`src/rtl/dual_update_stream_pkg.sv`:
```
// Shared types and helpers for the streaming ADMM dual updater.
// Defines the default word type, the FSM state encoding and a generic saturate helper.
package dual_pkg;

  localparam int DUAL_W = 16;

  typedef logic signed [DUAL_W-1:0] dual_t;

  typedef enum logic [1:0] {
    IDLE  = 2'd0,
    RUN   = 2'd1,
    DRAIN = 2'd2
  } dual_state_e;

  // Clamp a wide signed value into the signed range of a w-bit word.
  function automatic logic signed [63:0] saturate(input logic signed [63:0] v,
                                                  input int unsigned w);
    logic signed [63:0] hi;
    logic signed [63:0] lo;
    hi = (64'sd1 <<< (w - 32'd1)) - 64'sd1;
    lo = -(64'sd1 <<< (w - 32'd1));
    if (v > hi) begin
      saturate = hi;
    end else if (v < lo) begin
      saturate = lo;
    end else begin
      saturate = v;
    end
  endfunction

endpackage

```
`src/rtl/dual_update_stream_if.sv`:
```
// Beat-level input/output stream bundle for dual_update_stream.
// slave is the updater's view, master the producer/consumer view.
interface dual_update_stream_if #(
  parameter int W     = 16,
  parameter int LANES = 4
);
  logic                        in_valid;
  logic                        in_ready;
  logic [LANES-1:0][W-1:0]     in_a;
  logic [LANES-1:0][W-1:0]     in_b;
  logic                        out_valid;
  logic                        out_ready;
  logic [LANES-1:0][W-1:0]     out_dual;
  logic                        out_last;

  modport slave (
    input  in_valid, in_a, in_b, out_ready,
    output in_ready, out_valid, out_dual, out_last
  );

  modport master (
    output in_valid, in_a, in_b, out_ready,
    input  in_ready, out_valid, out_dual, out_last
  );
endinterface

```
`src/rtl/dual_update_stream_lane.sv`:
```
// One lane of the dual update: S1 holds a-b and the stored dual, S2 holds sat(y + step).
// With DUAL_UPDATE_RHO_EN the step is (rho*d)>>>FRAC, computed between S1 and S2.
module dual_update_stream_lane
  import dual_pkg::*;
#(
  parameter int W    = 16,
  parameter int FRAC = 8
) (
  input  logic                clk,
  input  logic                reset,
`ifdef DUAL_UPDATE_RHO_EN
  input  logic [W-1:0]        rho,
`endif
  input  logic                ld1,
  input  logic                ld2,
  input  logic signed [W-1:0] a,
  input  logic signed [W-1:0] b,
  input  logic signed [W-1:0] y,
  output logic signed [W-1:0] nxt,
  output logic signed [W-1:0] q,
  output logic [W:0]          abs_d
);

  logic signed [W:0]   d_r;
  logic signed [W-1:0] y_r;
  logic signed [W-1:0] q_r;
  logic signed [63:0]  step_s;
  logic signed [63:0]  sum_s;
`ifdef DUAL_UPDATE_RHO_EN
  logic signed [2*W+1:0] prod_s;
  logic signed [2*W:0]   prod_trim_s;
`endif

  // S1: capture the difference at full precision and the dual being updated
  always_ff @(posedge clk or posedge reset) begin
    if (reset) begin
      d_r <= '0;
      y_r <= '0;
    end else if (ld1) begin
      d_r <= {a[W-1], a} - {b[W-1], b};
      y_r <= y;
    end
  end

  // Step and saturated sum between S1 and S2
  always_comb begin
`ifdef DUAL_UPDATE_RHO_EN
    prod_s      = (2*W+2)'($signed({1'b0, rho})) * (2*W+2)'(d_r);
    prod_trim_s = prod_s[2*W:0];
    step_s      = 64'(prod_trim_s) >>> FRAC;
`else
    step_s      = 64'(d_r);
`endif
    sum_s = step_s + 64'(y_r);
    nxt   = W'(saturate(sum_s, W));
  end

  // S2: present the updated dual
  always_ff @(posedge clk or posedge reset) begin
    if (reset) begin
      q_r <= '0;
    end else if (ld2) begin
      q_r <= nxt;
    end
  end

  assign q     = q_r;
  assign abs_d = d_r[W] ? $unsigned(-d_r) : $unsigned(d_r);

endmodule

```
`src/rtl/dual_update_stream.sv`:
```
// Streaming ADMM dual updater: register file of duals, beat FSM, 2-stage lane pipeline, residual max.
// Optional DUAL_UPDATE_RHO_EN adds the rho port and scales each step by rho.
module dual_update_stream
  import dual_pkg::*;
#(
  parameter int W         = 16,
  parameter int FRAC      = 8,
  parameter int LANES     = 4,
  parameter int NUM_ELEMS = 72
) (
  input  logic                  clk,
  input  logic                  reset,
  input  logic                  start,
  input  logic                  clear_duals,
`ifdef DUAL_UPDATE_RHO_EN
  input  logic [W-1:0]          rho,
`endif
  dual_update_stream_if.slave   bus,
  output logic [W-1:0]          resid_max,
  output logic                  busy,
  output logic                  done
);

  localparam int BEATS = NUM_ELEMS / LANES;
  localparam int CW    = (BEATS > 1) ? $clog2(BEATS) : 1;
  localparam int AW    = (NUM_ELEMS > 1) ? $clog2(NUM_ELEMS) : 1;
  localparam logic [CW-1:0] LAST_BEAT = CW'(BEATS - 1);

  localparam logic [1:0] ST_IDLE  = IDLE;
  localparam logic [1:0] ST_RUN   = RUN;
  localparam logic [1:0] ST_DRAIN = DRAIN;

  logic [1:0]          state_r;
  logic [CW-1:0]       in_cnt_r;
  logic [CW-1:0]       s1_cnt_r;
  logic                s1_valid_r;
  logic                s1_last_r;
  logic                s2_valid_r;
  logic                s2_last_r;
  logic [W:0]          acc_r;
  logic [W-1:0]        resid_max_r;
  logic                done_r;
  logic signed [W-1:0] mem_r [NUM_ELEMS];

  logic                adv_s;
  logic                accept_s;
  logic                ld2_s;
  logic                clr_s;
  logic [W:0]          bmax_s;
  logic [AW-1:0]       rd_idx_s [LANES];
  logic [AW-1:0]       wr_idx_s [LANES];
  logic signed [W-1:0] y_in_s   [LANES];
  logic signed [W-1:0] nxt_s    [LANES];
  logic signed [W-1:0] q_s      [LANES];
  logic [W:0]          abs_s    [LANES];

  // The whole pipeline moves together; it only stops when S2 holds an unaccepted beat.
  assign adv_s        = !s2_valid_r || bus.out_ready;
  assign bus.in_ready = (state_r == ST_RUN) && adv_s;
  assign accept_s     = bus.in_valid && bus.in_ready;
  assign ld2_s        = adv_s && s1_valid_r;
  assign clr_s        = (state_r == ST_IDLE) && clear_duals;

  // Register-file addressing, read data and the per-beat residual reduction
  always_comb begin
    bmax_s = acc_r;
    for (int j = 0; j < LANES; j++) begin
      rd_idx_s[j] = AW'(int'(in_cnt_r) * LANES + j);
      wr_idx_s[j] = AW'(int'(s1_cnt_r) * LANES + j);
      y_in_s[j]   = mem_r[rd_idx_s[j]];
      if (abs_s[j] > bmax_s) begin
        bmax_s = abs_s[j];
      end else begin
        bmax_s = bmax_s;
      end
    end
  end

  for (genvar j = 0; j < LANES; j++) begin : g_lane
    dual_update_stream_lane #(.W(W), .FRAC(FRAC)) u_lane (
      .clk   (clk),
      .reset (reset),
`ifdef DUAL_UPDATE_RHO_EN
      .rho   (rho),
`endif
      .ld1   (accept_s),
      .ld2   (ld2_s),
      .a     ($signed(bus.in_a[j])),
      .b     ($signed(bus.in_b[j])),
      .y     (y_in_s[j]),
      .nxt   (nxt_s[j]),
      .q     (q_s[j]),
      .abs_d (abs_s[j])
    );
    assign bus.out_dual[j] = q_s[j];
  end

  // Dual register file: bulk clear in IDLE, otherwise write back as S2 loads
  always_ff @(posedge clk or posedge reset) begin
    if (reset) begin
      for (int e = 0; e < NUM_ELEMS; e++) begin
        mem_r[e] <= '0;
      end
    end else if (clr_s) begin
      for (int e = 0; e < NUM_ELEMS; e++) begin
        mem_r[e] <= '0;
      end
    end else if (ld2_s) begin
      for (int j = 0; j < LANES; j++) begin
        mem_r[wr_idx_s[j]] <= nxt_s[j];
      end
    end
  end

  // Pipeline valid/last/beat-index tracking
  always_ff @(posedge clk or posedge reset) begin
    if (reset) begin
      s1_valid_r <= 1'b0;
      s1_last_r  <= 1'b0;
      s1_cnt_r   <= '0;
      s2_valid_r <= 1'b0;
      s2_last_r  <= 1'b0;
    end else if (adv_s) begin
      s1_valid_r <= accept_s;
      s1_last_r  <= accept_s && (in_cnt_r == LAST_BEAT);
      if (accept_s) begin
        s1_cnt_r <= in_cnt_r;
      end
      s2_valid_r <= s1_valid_r;
      s2_last_r  <= s1_valid_r && s1_last_r;
    end
  end

  // Iteration FSM, input beat counter, residual accumulator and latched status
  always_ff @(posedge clk or posedge reset) begin
    if (reset) begin
      state_r     <= ST_IDLE;
      in_cnt_r    <= '0;
      acc_r       <= '0;
      resid_max_r <= '0;
      done_r      <= 1'b0;
    end else begin
      done_r <= 1'b0;
      if (ld2_s) begin
        acc_r <= bmax_s;
      end
      case (state_r)
        ST_IDLE: begin
          if (start) begin
            state_r  <= ST_RUN;
            in_cnt_r <= '0;
            acc_r    <= '0;
          end
        end
        ST_RUN: begin
          if (accept_s) begin
            if (in_cnt_r == LAST_BEAT) begin
              in_cnt_r <= '0;
              state_r  <= ST_DRAIN;
            end else begin
              in_cnt_r <= in_cnt_r + 1'b1;
            end
          end
        end
        ST_DRAIN: begin
          if (s2_valid_r && s2_last_r && bus.out_ready) begin
            state_r     <= ST_IDLE;
            done_r      <= 1'b1;
            resid_max_r <= W'(saturate($signed(64'(acc_r)), W));
          end
        end
        default: begin
          state_r <= ST_IDLE;
        end
      endcase
    end
  end

  assign bus.out_valid = s2_valid_r;
  assign bus.out_last  = s2_last_r;
  assign resid_max     = resid_max_r;
  assign done          = done_r;
  assign busy          = (state_r == ST_RUN) || (state_r == ST_DRAIN);

endmodule

```
`src/flat_wrapper.sv`:
```
// flat-port wrapper written by rule: the top's interface ports become plain ports
module dual_update_stream_flat import dual_pkg::*;
#(
  parameter int W         = 16,
  parameter int FRAC      = 8,
  parameter int LANES     = 4,
  parameter int NUM_ELEMS = 72
)
  (clk, reset, start, clear_duals, resid_max, busy, done, bus_in_valid, bus_in_a, bus_in_b, bus_out_ready, bus_in_ready, bus_out_valid, bus_out_dual, bus_out_last);
  dual_update_stream_if #(.W(W), .LANES(LANES)) bus_i ();
  input  logic clk;
  input  logic reset;
  input  logic start;
  input  logic clear_duals;
  output logic [W-1:0] resid_max;
  output logic busy;
  output logic done;
  input wire logic [$bits(bus_i.in_valid)-1:0] bus_in_valid;
  input wire logic [$bits(bus_i.in_a)-1:0] bus_in_a;
  input wire logic [$bits(bus_i.in_b)-1:0] bus_in_b;
  input wire logic [$bits(bus_i.out_ready)-1:0] bus_out_ready;
  output wire logic [$bits(bus_i.in_ready)-1:0] bus_in_ready;
  output wire logic [$bits(bus_i.out_valid)-1:0] bus_out_valid;
  output wire logic [$bits(bus_i.out_dual)-1:0] bus_out_dual;
  output wire logic [$bits(bus_i.out_last)-1:0] bus_out_last;
  assign bus_i.in_valid = bus_in_valid;
  assign bus_i.in_a = bus_in_a;
  assign bus_i.in_b = bus_in_b;
  assign bus_i.out_ready = bus_out_ready;
  assign bus_in_ready = bus_i.in_ready;
  assign bus_out_valid = bus_i.out_valid;
  assign bus_out_dual = bus_i.out_dual;
  assign bus_out_last = bus_i.out_last;
  dual_update_stream #(.W(W), .FRAC(FRAC), .LANES(LANES), .NUM_ELEMS(NUM_ELEMS)) u_core (.clk(clk), .reset(reset), .start(start), .clear_duals(clear_duals), .bus(bus_i), .resid_max(resid_max), .busy(busy), .done(done));
endmodule
```
`config.mk`:
```
export PLATFORM = sky130hd
export DESIGN_NAME = dual_update_stream_flat
export DESIGN_NICKNAME = d
export VERILOG_FILES = /design/src/rtl/dual_update_stream_pkg.sv /design/src/rtl/dual_update_stream_if.sv /design/src/rtl/dual_update_stream_lane.sv /design/src/rtl/dual_update_stream.sv /design/src/flat_wrapper.sv
export SDC_FILE = /design/constraint.sdc
export NUM_CORES = 2
export LEC_CHECK = 0
export CORE_ASPECT_RATIO = 1.75
export CORE_MARGIN = 3
export CORE_UTILIZATION = 60
export DETAILED_ROUTE_END_ITERATION = 8
export PLACE_DENSITY = 0.78
export SKIP_CTS_REPAIR_TIMING = 1
export SYNTH_ARGS = -nofsm -noshare
export SYNTH_HDL_FRONTEND = slang
export SYNTH_SLANG_ARGS = --single-unit
```
`constraint.sdc`:
```
create_clock -name clk -period 59.7 [get_ports clk]
set_clock_uncertainty 0.2 [all_clocks]
set_input_delay 5.97 -clock clk [delete_from_list [all_inputs] [get_ports clk]]
set_output_delay 5.97 -clock clk [all_outputs]
set_load 0.005 [all_outputs]
```
; ---- Word level (Yosys, flattened, before mapping)
; Index checks and enable logic that the tools add are counted.
[word_totals]
latchBits = 0
out_inout_bits = 85
ram_bits = 0
ff_bits = 1398
rom_bits = 0
input_bits = 134
memories = 0
[op_classes]
multipliers = 0
n_bitwise = 8
reduce_logical = 22
n_div = 0
add_sub_neg = 19
shifts = 0
muxes = 57
magnitude_cmp = 25
eq_ne = 7
[op_table]
columns = op, count
row1 = 1152-bit bitwise mux, 4
row2 = 1152-bit 2-to-1 mux, 2
row3 = 16-bit binary-select mux with 7-bit select, 4
row4 = 16-bit demux with 7-bit select, 4
row5 = 16-bit 2-to-1 mux, 21
row6 = 17-bit 2-to-1 mux, 11
row7 = 17-bit by 16-bit adder with 18-bit output, 4
row8 = 18-bit by 16-bit > comparator with 1-bit output (second input constant), 4
row9 = 18-bit by 16-bit < comparator with 1-bit output (second input constant), 4
row10 = 17-bit > comparator, 4
row11 = 17-bit negation, 4
row12 = 16-bit by 16-bit subtractor with 17-bit output, 4
row13 = 8-bit greater-or-equal comparator (second input constant), 8
row14 = 7-bit inverter with 8-bit output, 8
row15 = 8-bit by 1-bit < comparator with 1-bit output (second input constant), 4
row16 = 7-bit by 2-bit adder with 7-bit output (second input constant), 4
row17 = 17-bit by 15-bit > comparator with 1-bit output (second input constant), 1
row18 = 5-bit 2-to-1 mux, 3
row19 = 7-bit by 1-bit adder with 7-bit output (second input constant), 2
row20 = 1-bit logical AND, 12
row21 = 5-bit case mux with 2 select lines, 1
row22 = 2-bit 2-to-1 mux, 4
row23 = 2-bit by 1-bit inequality test with 1-bit output (second input constant), 3
row24 = 2-bit case mux with 3 select lines, 1
row25 = other kinds (13), 17

; ---- Logic depth before layout (Yosys ltp)
[depth]
ltp_word = 13
depth_mapped = 46
depth_no_buf = 41

; ---- By module
; Synthesis repeated with hierarchy kept, for this count alone.
[hier_totals]
hier_cells = 8068
hier_area_um2 = 74626.6
[modules_own_cells]
columns = mod, seq_area_each_um2, area_each_um2, n_inst, cells_per_inst
row1 = dual_update_stream, 30078.8, 59060.4, 1, 6318
row2 = dual_update_stream_lane (u_core.g_lane[0].u_lane ...), 1226.2, 3891.2, 3, 436
row3 = dual_update_stream_lane (u_core.g_lane[3].u_lane), 1226.2, 3892.5, 1, 442

; ---- Least setup slack after synthesis
; Ideal clock, no wire load.
[synth_timing]
path_type = in2out
startpoint = input port bus_out_ready
endpoint = output port bus_in_ready
path_slack_ns = 47.290
path_buffers = 0
stages = 2
arrival_ns = 6.240
path_cell_list = nor2b_1 -> nor2_1
[synth_via]
elab_chain_len = 2
[synth_lines]
columns = element, line_no
row1 = "start, declared", flat_wrapper.sv:21  ; input wire logic [$bits(bus_i.out_ready)-1:0] bus_out_ready;
row2 = 1-bit logical OR, dual_update_stream.sv:58  ; assign adv_s = !s2_valid_r || bus.out_ready;
row3 = 1-bit logical AND, dual_update_stream.sv:59  ; assign bus.in_ready = (state_r == ST_RUN) && adv_s;
row4 = "end, declared", flat_wrapper.sv:22  ; output wire logic [$bits(bus_i.in_ready)-1:0] bus_in_ready;
; No other way between the ends.

; ---- Worst setup path after layout
; Same ends and word-level chain as after synthesis.

==> summary.txt <==
Power
  • Post-layout power: 4.49 mW
  • P_sw: 2.16 mW
  • Cell leakage power: 34.0 nW
  • Flop pwr share: 27.7%
  • Power Dens Cells: 58.9 mW/mm2
  • Switch share: 48.0%
  • Internal: 2.33 mW
  • Clock power share: 18.4%
  • Combinational share of power: 54.0%
  • Worst VDD drop: 0.0000764 V

Run
  • Maxcap violations: 0

Synthesis
  • Post-synth EDFFs: 0
  • Sequential area share after synthesis: 51.0%
  • Ys flop type: dfrtp_1
  • Syn Inst Count: 6,291
  • Synth unique cells: 91
  • Netlist Area Pre-Place: 0.0686 mm2
  • Yosys top cell by area: dfrtp_1
  • Top cell type's share of synthesized area: 51.0%
  • Area contributors post-synth: dfrtp_1 51%, mux4_2 11%, o21ai_0 7.8%, nand2_1 6.1%, ha_1 3.8%
  • Async SR Flop Fraction: 100%
  • Post-synthesis net count: 6,642
  • Yosys warnings: 0
  • #FFs+latches synth: 1,398
  • Syn Area/Cell: 10.9 um2

Setup path
  • CP Cell Sequence: clkdlybuf4s50_1 -> nor2b_1 -> nor2_1 -> clkdlybuf4s50_1
  • Top cell by count, worst path: clkdlybuf4s50_1
  • CP required: 53,530 ps
  • Critical Path Source Type: input pin
  • Critical path data arrival time: 7400 ps
  • CP peak stage delay: 560 ps
  • Crit-path max FO: 4
  • Slowest cell on crit path: clkdlybuf4s50_1
  • Worst setup EP type: primary output
  • CP Class: in -> out

Detailed routing
  • Initial drt markers: 6,161
  • Vias per cell: 6.83
  • Pre-antenna DRT Iters: 6
  • Drt drc: 0
  • ANT nets after route: 0
  • Final wirelength: 214,000 um
  • Via count: 53,800
  • Drt wl/cell: 27.2 um

Global routing
  • Gr usage total: 36.4%
  • Largest net degree at the start of global routing: 207
  • Vias in the first global route: 55,200
  • Initial antenna violation count: 2
  • Grt total ovfl: 0
  • First-pass GRT wire length: 327,000 um

STA
  • Tmin final: 13,570 ps
  • Final period utilization: 22.7%
  • Fin Setup TNS: 0 ps
  • Worst Tran Pin Value: 1270 ps
  • Final setup viols: 0
  • RSZ-0062 raised after global routing: no
  • Slew Viols, Final: 0
  • Fin. Hold Viols: 0
  • Max Fclk: 73.7 MHz
  • Worst slew margin: 15.1%
  • Final WS setup: 46,130 ps

Floorplan
  • Initial core utilization: 60.6%
  • Core box area: 0.113 mm2
  • Die area: 0.119 mm2
  • I/O Pins: 219
  • Width of the die: 262 um
  • # rows: 163
  • Die Span Y: 453 um

Status
  • Status: completed

Clock tree
  • CTS tree: built
  • TritonCTS Sinks: 1,398
  • Bufs on Longest Clock Path: 3
  • H-Tree Depth: 3
  • Clk slew on worst S/H paths: 70 ps
  • Clk_lat worst skew: 770 ps
  • Root Driver: clkbuf_16
  • Total CTS buffers: 119

Placement
  • Final HPWL from detailed placement: 134,000 um
  • Number of I/O port buffers: 218
  • Post-place setup slack: 46,140 ps
  • DP Area: 0.0721 mm2
  • RePlAce Congestion: 0.936

Finish
  • Filler instances: 8,355
  • Design Area, Final: 0.0762 mm2
  • Final Net Count: 6,645
  • Most common cell after layout, fill and taps aside: dfrtp_1
  • Share of layout cells above drive strength 1: 12.0%
  • Syn-to-layout area delta: 11.1%
  • Most frequent cells in the layout: 1,394 x dfrtp_1, 1,095 x nand2_1, 1,064 x o21ai_0

Worst hold path
  • Worst min path class: reg -> reg
==> cell type report <==
cell class	instances	area, um2	share of cell area [%]
Inverter	155	589	0.773
Clock inverter	49	639	0.839
Clock buffer	167	3440	4.51
Multi-Input combinational cell	4284	31600	41.4
Antenna cell	5	12.5	0.0164
Timing Repair Buffer	336	3120	4.09
Sequential cell	1398	35000	45.9
Tap cell	1485	1860	2.44
==> flip-flops by register name, indices dropped and copies added (netlist names) <==
register                  flops
u_core.bus.out_last           1
u_core.g_lane.u_lane.d_r     68
u_core.done                   1
u_core.bus.out_valid          1
u_core.state_r                2
u_core.mem_r               1152
u_core.g_lane.u_lane.q       64
u_core.g_lane.u_lane.y_r     64
u_core.s1_last_r              1
u_core.s1_cnt_r               5
u_core.resid_max             16
u_core.in_cnt_r               5
u_core.acc_r                 17
u_core.s1_valid_r             1
==> cell families after synthesis <==
kind of cell / after synthesis / share of synthesized area [%]
muxes: 428 / 12.1
and+or+nand+nor: 1556 / 9.53
AOI/OAI and AO/OA: 1947 / 18.1
DFF: 1398 / 51.0
xor gates and xnor gates: 136 / 1.74
adders and majority gates: 217 / 4.04
buffers and inverters: 609 / 3.51
==> routing by layer <==
metal / wire (um) / track usage (%) / vias to the layer above
li1: - / - / 22700
met1: 74500 / 44.0 / 27000
met2: 106000 / 60.9 / 3200
met3: 19400 / 6.65 / 902
met4: 14900 / 22.2 / 0
met5: 0 / 0 / -
==> synthesized netlist by cell type, drive strengths merged, types with 52 or more instances <==
cell type / count
a21o: 77
a21oi: 131
a22o: 292
a22oi: 71
a32o: 54
buf: 71
clkbuf: 383
dfrtp: 1398
ha: 209
inv: 155
mux2i: 85
mux4: 320
nand2: 1107
nand3: 52
nor2: 150
o21ai: 1092
xnor2: 88
==> power groups by stage <==
stage	registers [mW]	clock network, mW	logic (mW)
floorplan	1.17	0	1.64
global placement	1.24	0	2.35
detailed placement	1.25	0	2.38
CTS	1.23	0.829	2.39
global route	1.25	0.864	2.62
finish	1.24	0.826	2.42
==> per-stage QoR <==
| step | hold slack (ps) | instances | utilization [%] |
|---|---|---|---|
| after floorplan | 245 | 6291 | - |
| after global placement | 256 | 7658 | 63.7 |
| after detailed placement | 265 | 7658 | 63.7 |
| after CTS | 280 | 7874 | 67.3 |
| after global routing | 291 | 7874 | 67.3 |
| final | 275 | 7879 | 67.4 |
==> critical path: cells and delay by family <==
| kind | cells | cell delay [ps] |
|---|---|---|
| buffers and inverters | 2 | 1080 |
| and+or+nand+nor | 2 | 350 |
==> path summary, 6_finish.rpt <==
path,from,end,slack [ps],cells past startpoint
min in group asynchronous,reset,u_core.g_lane[3].u_lane.d_r[13]$_DFFE_PP0P_,5490,2
setup reg to reg,u_core.g_lane[0].u_lane.d_r[3]$_DFFE_PP0P_,u_core.acc_r[13]$_DFF_PP0_,47360,38
hold reg to reg,u_core.mem_r[1009]$_DFFE_PP0P_,u_core.mem_r[1009]$_DFFE_PP0P_,270,2
hold / removal,u_core.mem_r[1009]$_DFFE_PP0P_,u_core.mem_r[1009]$_DFFE_PP0P_,270,2
max in group asynchronous,reset,u_core.mem_r[419]$_DFFE_PP0P_,49030,7
setup / recovery,bus_out_ready,bus_in_ready,46130,4
No activity file was read; power rests on OpenSTA's default activity.
